File: config.mk
export PLATFORM = sky130hd
export DESIGN_NAME = mc_ctrl_fsm
export DESIGN_NICKNAME = d
export VERILOG_FILES = /design/src/rtl/mc_ctrl_fsm.sv
export SDC_FILE = /design/constraint.sdc
export NUM_CORES = 1
export LEC_CHECK = 0
export BUFFER_PORTS_ARGS = -buffer_cell sky130_fd_sc_hd__buf_2
export CAP_MARGIN = 30
export CORE_ASPECT_RATIO = 0.75
export CORE_UTILIZATION = 46
export DETAILED_ROUTE_END_ITERATION = 10
export GPL_ROUTABILITY_DRIVEN = 0
export PLACE_DENSITY = 0.76
export SETUP_SLACK_MARGIN = 0.3
export SYNTH_ARGS = -nofsm -noshare
export SYNTH_HDL_FRONTEND = slang
export SYNTH_SLANG_ARGS = --single-unit
File: constraint.sdc
create_clock -name clk -period 1.7 [get_ports clk]
set_input_delay 0.085 -clock clk [delete_from_list [all_inputs] [get_ports clk]]
set_output_delay 0.085 -clock clk [all_outputs]
set_load 0.1 [all_outputs]
File: src/rtl/mc_ctrl_fsm.sv
// Multi-cycle MIPS-subset control unit.
// Sequences FETCH/DECODE/EXEC/MEM/WB over a shared ALU, memory port and
// register file, driving datapath write enables and mux selects, and counts
// retired instructions.
// Optional build macro: MC_CTRL_ILLEGAL_TRAP_EN -- when defined, an unsupported
// opcode/funct parks the FSM in TRAP with a sticky illegal flag; when undefined,
// unsupported encodings retire as nop and illegal is tied low.
module mc_ctrl_fsm #(
    parameter int CNT_W = 32
) (
    input  logic             clk,
    input  logic             reset,
    input  logic [5:0]       opcode,
    input  logic [5:0]       funct,
    input  logic             zero,
    output logic             ir_we,
    output logic             pc_we,
    output logic             reg_we,
    output logic             mem_we,
    output logic [1:0]       npc_sel,
    output logic [1:0]       a3_sel,
    output logic [1:0]       wd_sel,
    output logic             alub_sel,
    output logic             ext_op,
    output logic [2:0]       alu_op,
    output logic [2:0]       state,
    output logic [CNT_W-1:0] instr_cnt,
    output logic             illegal
);

    localparam logic [2:0] S_FETCH  = 3'd0;
    localparam logic [2:0] S_DECODE = 3'd1;
    localparam logic [2:0] S_EXEC   = 3'd2;
    localparam logic [2:0] S_MEM    = 3'd3;
    localparam logic [2:0] S_WB     = 3'd4;
    localparam logic [2:0] S_TRAP   = 3'd7;

    logic [2:0]       r_state;
    logic [2:0]       w_next;
    logic [CNT_W-1:0] r_cnt;
    logic             w_retire;

    logic w_ir_we, w_pc_we, w_reg_we, w_mem_we;
    logic [1:0] w_npc_sel, w_a3_sel, w_wd_sel;
    logic w_alub_sel, w_ext_op;
    logic [2:0] w_alu_op;

    // ALU control for the current instruction, held across EXEC/MEM/WB
    logic [2:0] w_ex_alu_op;
    logic       w_ex_alub_sel;
    logic       w_ex_ext_op;

    // Instruction decode
    logic w_rtype, w_op_addu, w_op_subu, w_op_jr, w_op_nop;
    logic w_op_ori, w_op_lui, w_op_lw, w_op_sw, w_op_beq, w_op_j, w_op_jal;
    logic w_exec_class;

    assign w_rtype   = (opcode == 6'b000000);
    assign w_op_addu = w_rtype && (funct == 6'b100001);
    assign w_op_subu = w_rtype && (funct == 6'b100011);
    assign w_op_jr   = w_rtype && (funct == 6'b001000);
    assign w_op_nop  = w_rtype && (funct == 6'b000000);
    assign w_op_ori  = (opcode == 6'b001101);
    assign w_op_lui  = (opcode == 6'b001111);
    assign w_op_lw   = (opcode == 6'b100011);
    assign w_op_sw   = (opcode == 6'b101011);
    assign w_op_beq  = (opcode == 6'b000100);
    assign w_op_j    = (opcode == 6'b000010);
    assign w_op_jal  = (opcode == 6'b000011);

    // Instructions that need the ALU go on to EXEC; jumps and nop finish in DECODE
    assign w_exec_class = w_op_addu | w_op_subu | w_op_ori | w_op_lui |
                          w_op_lw | w_op_sw | w_op_beq;

`ifdef MC_CTRL_ILLEGAL_TRAP_EN
    logic w_legal;
    assign w_legal = w_exec_class | w_op_j | w_op_jal | w_op_jr | w_op_nop;
`endif

    // Per-instruction ALU operation, operand-B source and immediate extension
    always_comb begin
        w_ex_alu_op   = 3'b000;
        w_ex_alub_sel = 1'b0;
        w_ex_ext_op   = 1'b0;
        if (w_op_subu) begin
            w_ex_alu_op = 3'b001;
        end else if (w_op_ori) begin
            w_ex_alu_op   = 3'b010;
            w_ex_alub_sel = 1'b1;
        end else if (w_op_lui) begin
            w_ex_alu_op   = 3'b011;
            w_ex_alub_sel = 1'b1;
        end else if (w_op_lw || w_op_sw) begin
            w_ex_alub_sel = 1'b1;
            w_ex_ext_op   = 1'b1;
        end else if (w_op_beq) begin
            w_ex_alu_op = 3'b001;
            w_ex_ext_op = 1'b1;
        end
    end

    // Next-state and datapath control per state
    always_comb begin
        w_next     = S_FETCH;
        w_ir_we    = 1'b0;
        w_pc_we    = 1'b0;
        w_reg_we   = 1'b0;
        w_mem_we   = 1'b0;
        w_npc_sel  = 2'b00;
        w_a3_sel   = 2'b00;
        w_wd_sel   = 2'b00;
        w_alub_sel = 1'b0;
        w_ext_op   = 1'b0;
        w_alu_op   = 3'b000;
        case (r_state)
            S_FETCH: begin
                w_ir_we = 1'b1;
                w_pc_we = 1'b1;
                w_next  = S_DECODE;
            end
            S_DECODE: begin
                if (w_op_j) begin
                    w_pc_we   = 1'b1;
                    w_npc_sel = 2'b10;
                end else if (w_op_jal) begin
                    w_pc_we   = 1'b1;
                    w_npc_sel = 2'b10;
                    w_reg_we  = 1'b1;
                    w_a3_sel  = 2'b10;
                    w_wd_sel  = 2'b10;
                end else if (w_op_jr) begin
                    w_pc_we   = 1'b1;
                    w_npc_sel = 2'b11;
                end else if (w_exec_class) begin
                    w_next = S_EXEC;
`ifdef MC_CTRL_ILLEGAL_TRAP_EN
                end else if (!w_legal) begin
                    w_next = S_TRAP;
`endif
                end
            end
            S_EXEC: begin
                w_alu_op   = w_ex_alu_op;
                w_alub_sel = w_ex_alub_sel;
                w_ext_op   = w_ex_ext_op;
                if (w_op_lw || w_op_sw) begin
                    w_next = S_MEM;
                end else if (w_op_beq) begin
                    w_npc_sel = 2'b01;
                    w_pc_we   = zero;
                end else begin
                    w_next = S_WB;
                end
            end
            S_MEM: begin
                w_alu_op   = w_ex_alu_op;
                w_alub_sel = w_ex_alub_sel;
                w_ext_op   = w_ex_ext_op;
                if (w_op_sw) begin
                    w_mem_we = 1'b1;
                end else begin
                    w_next = S_WB;
                end
            end
            S_WB: begin
                w_alu_op   = w_ex_alu_op;
                w_alub_sel = w_ex_alub_sel;
                w_ext_op   = w_ex_ext_op;
                w_reg_we   = 1'b1;
                w_a3_sel   = (w_op_addu || w_op_subu) ? 2'b01 : 2'b00;
                w_wd_sel   = w_op_lw ? 2'b01 : 2'b00;
            end
            S_TRAP: begin
`ifdef MC_CTRL_ILLEGAL_TRAP_EN
                w_next = S_TRAP;
`else
                w_next = S_FETCH;
`endif
            end
            default: w_next = S_FETCH;
        endcase
    end

    assign w_retire = (w_next == S_FETCH) && (r_state != S_FETCH) && (r_state != S_TRAP);

    // State register
    always_ff @(posedge clk or posedge reset) begin
        if (reset) r_state <= S_FETCH;
        else       r_state <= w_next;
    end

    // Retired-instruction counter, wraps naturally at its width
    always_ff @(posedge clk or posedge reset) begin
        if (reset)         r_cnt <= '0;
        else if (w_retire) r_cnt <= r_cnt + {{(CNT_W-1){1'b0}}, 1'b1};
    end

`ifdef MC_CTRL_ILLEGAL_TRAP_EN
    logic r_illegal;

    // Sticky trap flag, set on the edge that enters TRAP
    always_ff @(posedge clk or posedge reset) begin
        if (reset) r_illegal <= 1'b0;
        else       r_illegal <= r_illegal | (w_next == S_TRAP);
    end
    assign illegal = r_illegal;
`else
    assign illegal = 1'b0;
`endif

    // Writes are suppressed for as long as reset is held, so an aborted
    // instruction never commits anything
    assign ir_we     = w_ir_we  & ~reset;
    assign pc_we     = w_pc_we  & ~reset;
    assign reg_we    = w_reg_we & ~reset;
    assign mem_we    = w_mem_we & ~reset;
    assign npc_sel   = w_npc_sel;
    assign a3_sel    = w_a3_sel;
    assign wd_sel    = w_wd_sel;
    assign alub_sel  = w_alub_sel;
    assign ext_op    = w_ext_op;
    assign alu_op    = w_alu_op;
    assign state     = r_state;
    assign instr_cnt = r_cnt;

endmodule

==> qor.txt, run 1 <==
LOGIC SYNTHESIS
------------------------------------------------------------------------------
Sequential fraction of the synthesis area .......................        42.3%
Area share of the leading cell type in the synthesized netlist ..        42.3%
Synthesized instance count ......................................          207
Top cells by area, synth ........................................ dfrtp_1 (42%), xor2_1 (7.6%), xnor2_1 (5.5%), nand4_1 (3.9%), nand2_1 (3.4%)
Netlist cell types ..............................................           48
Synthesized area per cell .......................................    10.0 um^2
Top cell types by occurrence after synthesis .................... dfrtp_1 (35), nand2_1 (19), xor2_1 (18), nor2_1 (14)
Prevailing post-synth register cell .............................      dfrtp_1
FFs w/ async S/R, synth .........................................         100%
EDFF count, synth ...............................................            0
Synth warnings ..................................................            0
Post-synthesis instance area ....................................    2070 um^2
Cell type contributing the most total cell area after synthesis .      dfrtp_1
Flip-flop and latch count after synthesis .......................           35
Most frequent cell after synthesis ..............................      dfrtp_1

DIE
------------------------------------------------------------------------------
Height of the chip ..............................................      60.1 um
Top-level I/O count .............................................           66
# rows ..........................................................           20
Width of the die ................................................      79.5 um
Initial Util ....................................................        49.6%

CLOCK TREE
------------------------------------------------------------------------------
H-tree levels ...................................................            2
Clock sink count ................................................           35
Clk root buf ....................................................     clkbuf_8
Total of hold buffers inserted after clock tree synthesis .......            0
Number of CTS-inserted buffers ..................................            5
Number of buffers on the longest clock path .....................            2

TIMING
------------------------------------------------------------------------------
Kind of endpoint with the least setup slack ..................... register data pin
Worst setup endpoint GRT ........................................ instr_cnt[31]$_DFFE_PP0P_/D

PLACEMENT
------------------------------------------------------------------------------
Total placed instance area ......................................    3430 um^2
Number of input and output port buffers inserted ................           63
Detailed-placement wirelength estimate ..........................      5.08 mm
Worst slack at placement ........................................    -0.228 ns
Number of instances in the placed design ........................          376

STATUS
------------------------------------------------------------------------------
First error line in the log ..................................... [ERROR DPL-0038] Utilization greater than 100%, impossible to legalize
Outcome ......................................................... stopped before the end
Last step reached ............................................... global routing

GLOBAL ROUTING
------------------------------------------------------------------------------
Pin count of the biggest net entering global routing ............           36

## repair_timing
item | in CTS
pin swaps | 40
setup buffers | 18
cloned | 2
setup endpoints to repair | 49
resized for setup | 68
## per-stage QoR
| step | setup TNS [ns] | util, % |
|---|---|---|
| after floorplan | -10.75 | - |
| after global placement | -2.02 | 82.0 |
| after detailed placement | -3.55 | 82.0 |
| after CTS | -2.06 | 95.4 |
## cell families after synthesis
group           after synthesis  synth area share, %
fa+ha+maj                     1                0.604
xor+xnor                     31                 13.1
flops                        35                 42.3
simple gates                106                 33.2
other cells                   1                0.181
compound gates               17                 6.52
buf+inv                      16                 4.11
==> run 2, diff against run 1 <==
Settings changed: CORE_ASPECT_RATIO 0.75 to unset, CORE_UTILIZATION 46 to 35, PLACE_DENSITY 0.76 to unset, PLACE_DENSITY_LB_ADDON set to 0.15, SETUP_SLACK_MARGIN 0.3 to unset.
Clock period 1.7 ns to 2.2 ns, I/O delays scaled along.
==> qor.txt, run 2 <==
STATUS
----------------------------------------------------------------------------------
Outcome ............................................................. finished clean

LOGIC SYNTHESIS
----------------------------------------------------------------------------------
Synth warnings ......................................................            0
Netlist cell types ..................................................           48
Post-synthesis instance area ........................................    2070 um^2
Top cells by area, synth ............................................ dfrtp_1 (42%), xor2_1 (7.6%), xnor2_1 (5.5%), nand4_1 (3.9%), nand2_1 (3.4%)
Synthesized instance count ..........................................          207
Top cell types by occurrence after synthesis ........................ dfrtp_1 (35), nand2_1 (19), xor2_1 (18), nor2_1 (14)
Cell type contributing the most total cell area after synthesis .....      dfrtp_1
Synthesized area per cell ...........................................    10.0 um^2
Most frequent cell after synthesis ..................................      dfrtp_1
Flip-flop and latch count after synthesis ...........................           35
Area share of the leading cell type in the synthesized netlist ......        42.3%
Prevailing post-synth register cell .................................      dfrtp_1
Sequential fraction of the synthesis area ...........................        42.3%
EDFF count, synth ...................................................            0
FFs w/ async S/R, synth .............................................         100%

ROUTE
----------------------------------------------------------------------------------
Iteration count of the initial detailed-routing pass ................            4
Post-route antenna net violation count ..............................            0
WL per Instance .....................................................      14.1 um
Avg Vias per Cell ...................................................         5.02
Vias post-DR ........................................................        1,762
Initial detailed-routing violation count ............................           67
Post-route DRC violation count ......................................            0
WL final ............................................................      4.94 mm

SETUP PATH
----------------------------------------------------------------------------------
Element type at the critical path end ...............................  output port
Startpoint Class ....................................................         flop
Worst Path Max Fanout ...............................................           14
Type of the setup path with the least slack .........................   reg -> out
Data arrival at the endpoint of the critical path ...................      1.94 ns
Worst path required time ............................................      2.09 ns

JOB
----------------------------------------------------------------------------------
Max_cap viols .......................................................            0

LAYOUT
----------------------------------------------------------------------------------
Number of nets at the end of the flow ...............................          294
Most common library cell in the layout ignoring fill and taps .......        buf_2
Post-layout instance count excluding filler cells ...................          351
Flip-flop count of the largest register, all copies and words added .           32
Antenna diodes ......................................................            0
Most frequent cells in the layout ................................... buf_2 (60), nand2_1 (19), xor2_1 (18)
Share of layout cells above drive strength 1 ........................        48.7%
Area of all placed cells without fillers ............................    2770 um^2
Fill cells ..........................................................          580
Relative area change from synthesis to final layout .................        33.7%

CLOCK TREE
----------------------------------------------------------------------------------
Number of CTS-inserted buffers ......................................            5
Number of buffers on the longest clock path .........................            2
Clock-pin transition on the worst setup and hold timing paths .......      0.07 ns
Clock insertion delay at the later pin of the skew report ...........      0.29 ns
Total of hold buffers inserted after clock tree synthesis ...........            0
Clock sink count ....................................................           35
Clock tree from TritonCTS ...........................................        built
Clk root buf ........................................................     clkbuf_8
H-tree levels .......................................................            2

GLOBAL ROUTING
----------------------------------------------------------------------------------
Grt ovf .............................................................            0
Met3 layer usage reported by global route ...........................        4.25%
Total Routing Usage GR ..............................................        17.4%
Wire length of the first global-routing pass ........................      8.46 mm
Initial antenna violation count .....................................            0
Global routing's busiest layer ......................................         met2
Vias in the first global route ......................................        1,727
Pin count of the biggest net entering global routing ................           36
Met2 demand-to-capacity share in global routing .....................        27.7%
Routing usage on met1 ...............................................        23.3%

PLACEMENT
----------------------------------------------------------------------------------
Total placed instance area ..........................................    2680 um^2
Number of instances in the placed design ............................          343
Number of input and output port buffers inserted ....................           63
Detailed-placement wirelength estimate ..............................      3.75 mm

TIMING
----------------------------------------------------------------------------------
Fmax ................................................................      488 MHz
Unrepaired setup endpoints after global routing .....................        false
Final setup skew ....................................................    0.0110 ns
Final-report setup violation count ..................................            0
Aggregate negative setup slack ......................................         0 ns
Min Tclk post-route .................................................      2.05 ns
Final max-slew violation count ......................................            0
Final Hold Viols ....................................................            0
Ratio of final minimum period to clock period .......................        93.1%

POWER
----------------------------------------------------------------------------------
Proportion of power drawn by combinational gates ....................        48.7%
Part of the power in the clock network ..............................        17.6%
Static Leak .........................................................      1.16 nW
Power per unit of standard cell area ................................  988 nW/um^2
Internal Power ......................................................      1.31 mW
Switching power share of the total ..................................        52.1%
Sum of internal, switching and leakage power ........................      2.74 mW
VDD IR-drop max .....................................................   0.000906 V
Switching power of the nets .........................................      1.42 mW
Sequential share of power ...........................................        33.7%

DIE
----------------------------------------------------------------------------------
Area of the core ....................................................    5610 um^2
Die Footprint .......................................................    6230 um^2
Height of the chip ..................................................      78.9 um
Width of the die ....................................................      78.9 um
Top-level I/O count .................................................           66
Initial Util ........................................................        36.9%
# rows ..............................................................           27

HOLD PATH
----------------------------------------------------------------------------------
Path type of the worst min-delay path ...............................  in -> async

-- run 2: logic make-up (layout without fill, tap and decap cells) --
logic type	after synthesis	count (layout)	share of synthesized area, %
AOI/OAI and AO/OA	17	17	6.52
xor gates and xnor gates	31	31	13.1
buffers and inverters	16	87	4.11
DFF	35	35	42.3
other	1	2	0.181
adders and majority gates	1	1	0.604
and+or+nand+nor	106	106	33.2
-- run 2: metrics by stage --
step           util [%]  setup slack, ns  hold WS (ns)
6_report           49.4            0.151        0.0219
5_1_grt            49.4           0.0329        0.0861
4_1_cts            49.4           0.0938        0.0350
3_5_place_dp       47.7            0.186         0.352
3_3_place_gp       47.7            0.171         0.354
2_1_floorplan         -          -0.0157         0.272
-- run 2: worst paths after layout --
path / startpoint / end / slack [ns] / depth (start not counted)
worst max-delay path: state[0] / alu_op[1] / 0.15 / 6
worst min-delay path: reset / instr_cnt[6] / 0.02 / 3
worst max register to register: instr_cnt[7] / instr_cnt[31] / 0.18 / 5
worst min register to register: instr_cnt[31] / instr_cnt[31] / 0.46 / 1
max in group asynchronous: reset / instr_cnt[2] / 1.80 / 3
min in group clk: opcode[3] / state[2] / 0.34 / 4
-- run 2: power groups by stage --
stage / sequential, mW / combinational [mW] / clock (mW)
floorplan: 1.48 / 0.540 / 0
global placement: 0.932 / 1.33 / 0
detailed placement: 0.932 / 1.34 / 0
CTS: 0.921 / 1.34 / 0.502
global route: 0.944 / 1.41 / 0.526
finish: 0.922 / 1.33 / 0.480
-- run 2: layout make-up --
| class | count | area (um^2) | share of cell area [%] |
|---|---|---|---|
| tap | 72 | 90.1 | 3.25 |
| timing repair buffer | 71 | 408 | 14.7 |
| clock buffer | 7 | 86.3 | 3.12 |
| sequential | 35 | 930 | 33.6 |
| inverter | 8 | 30.0 | 1.08 |
| clock inverter | 1 | 5.00 | 0.181 |
| multi-input combinational | 157 | 1220 | 44.1 |
-- run 2: critical path, stage by stage, from the launching register on --
cell	delay (ns)
dfrtp_4	0.57
nor2_1	0.11
nand2_1	0.13
nand2_1	0.12
nand2_1	0.17
nor2_4	0.12
buf_2	0.43
-- run 2: metal layers --
metal  up-vias  routed length, um
met5         -                  0
met4         0                 33
met3         2                222
met2        40               2390
met1       841               2300
li1        879                  -
-- run 2: timing repair --
item	4_1_cts	5_1_grt
setup endpoints to repair	0	1
gates resized for setup	0	1
setup buffers	0	0
hold endpoints to repair	0	0
(Power assumes the default switching activity.)
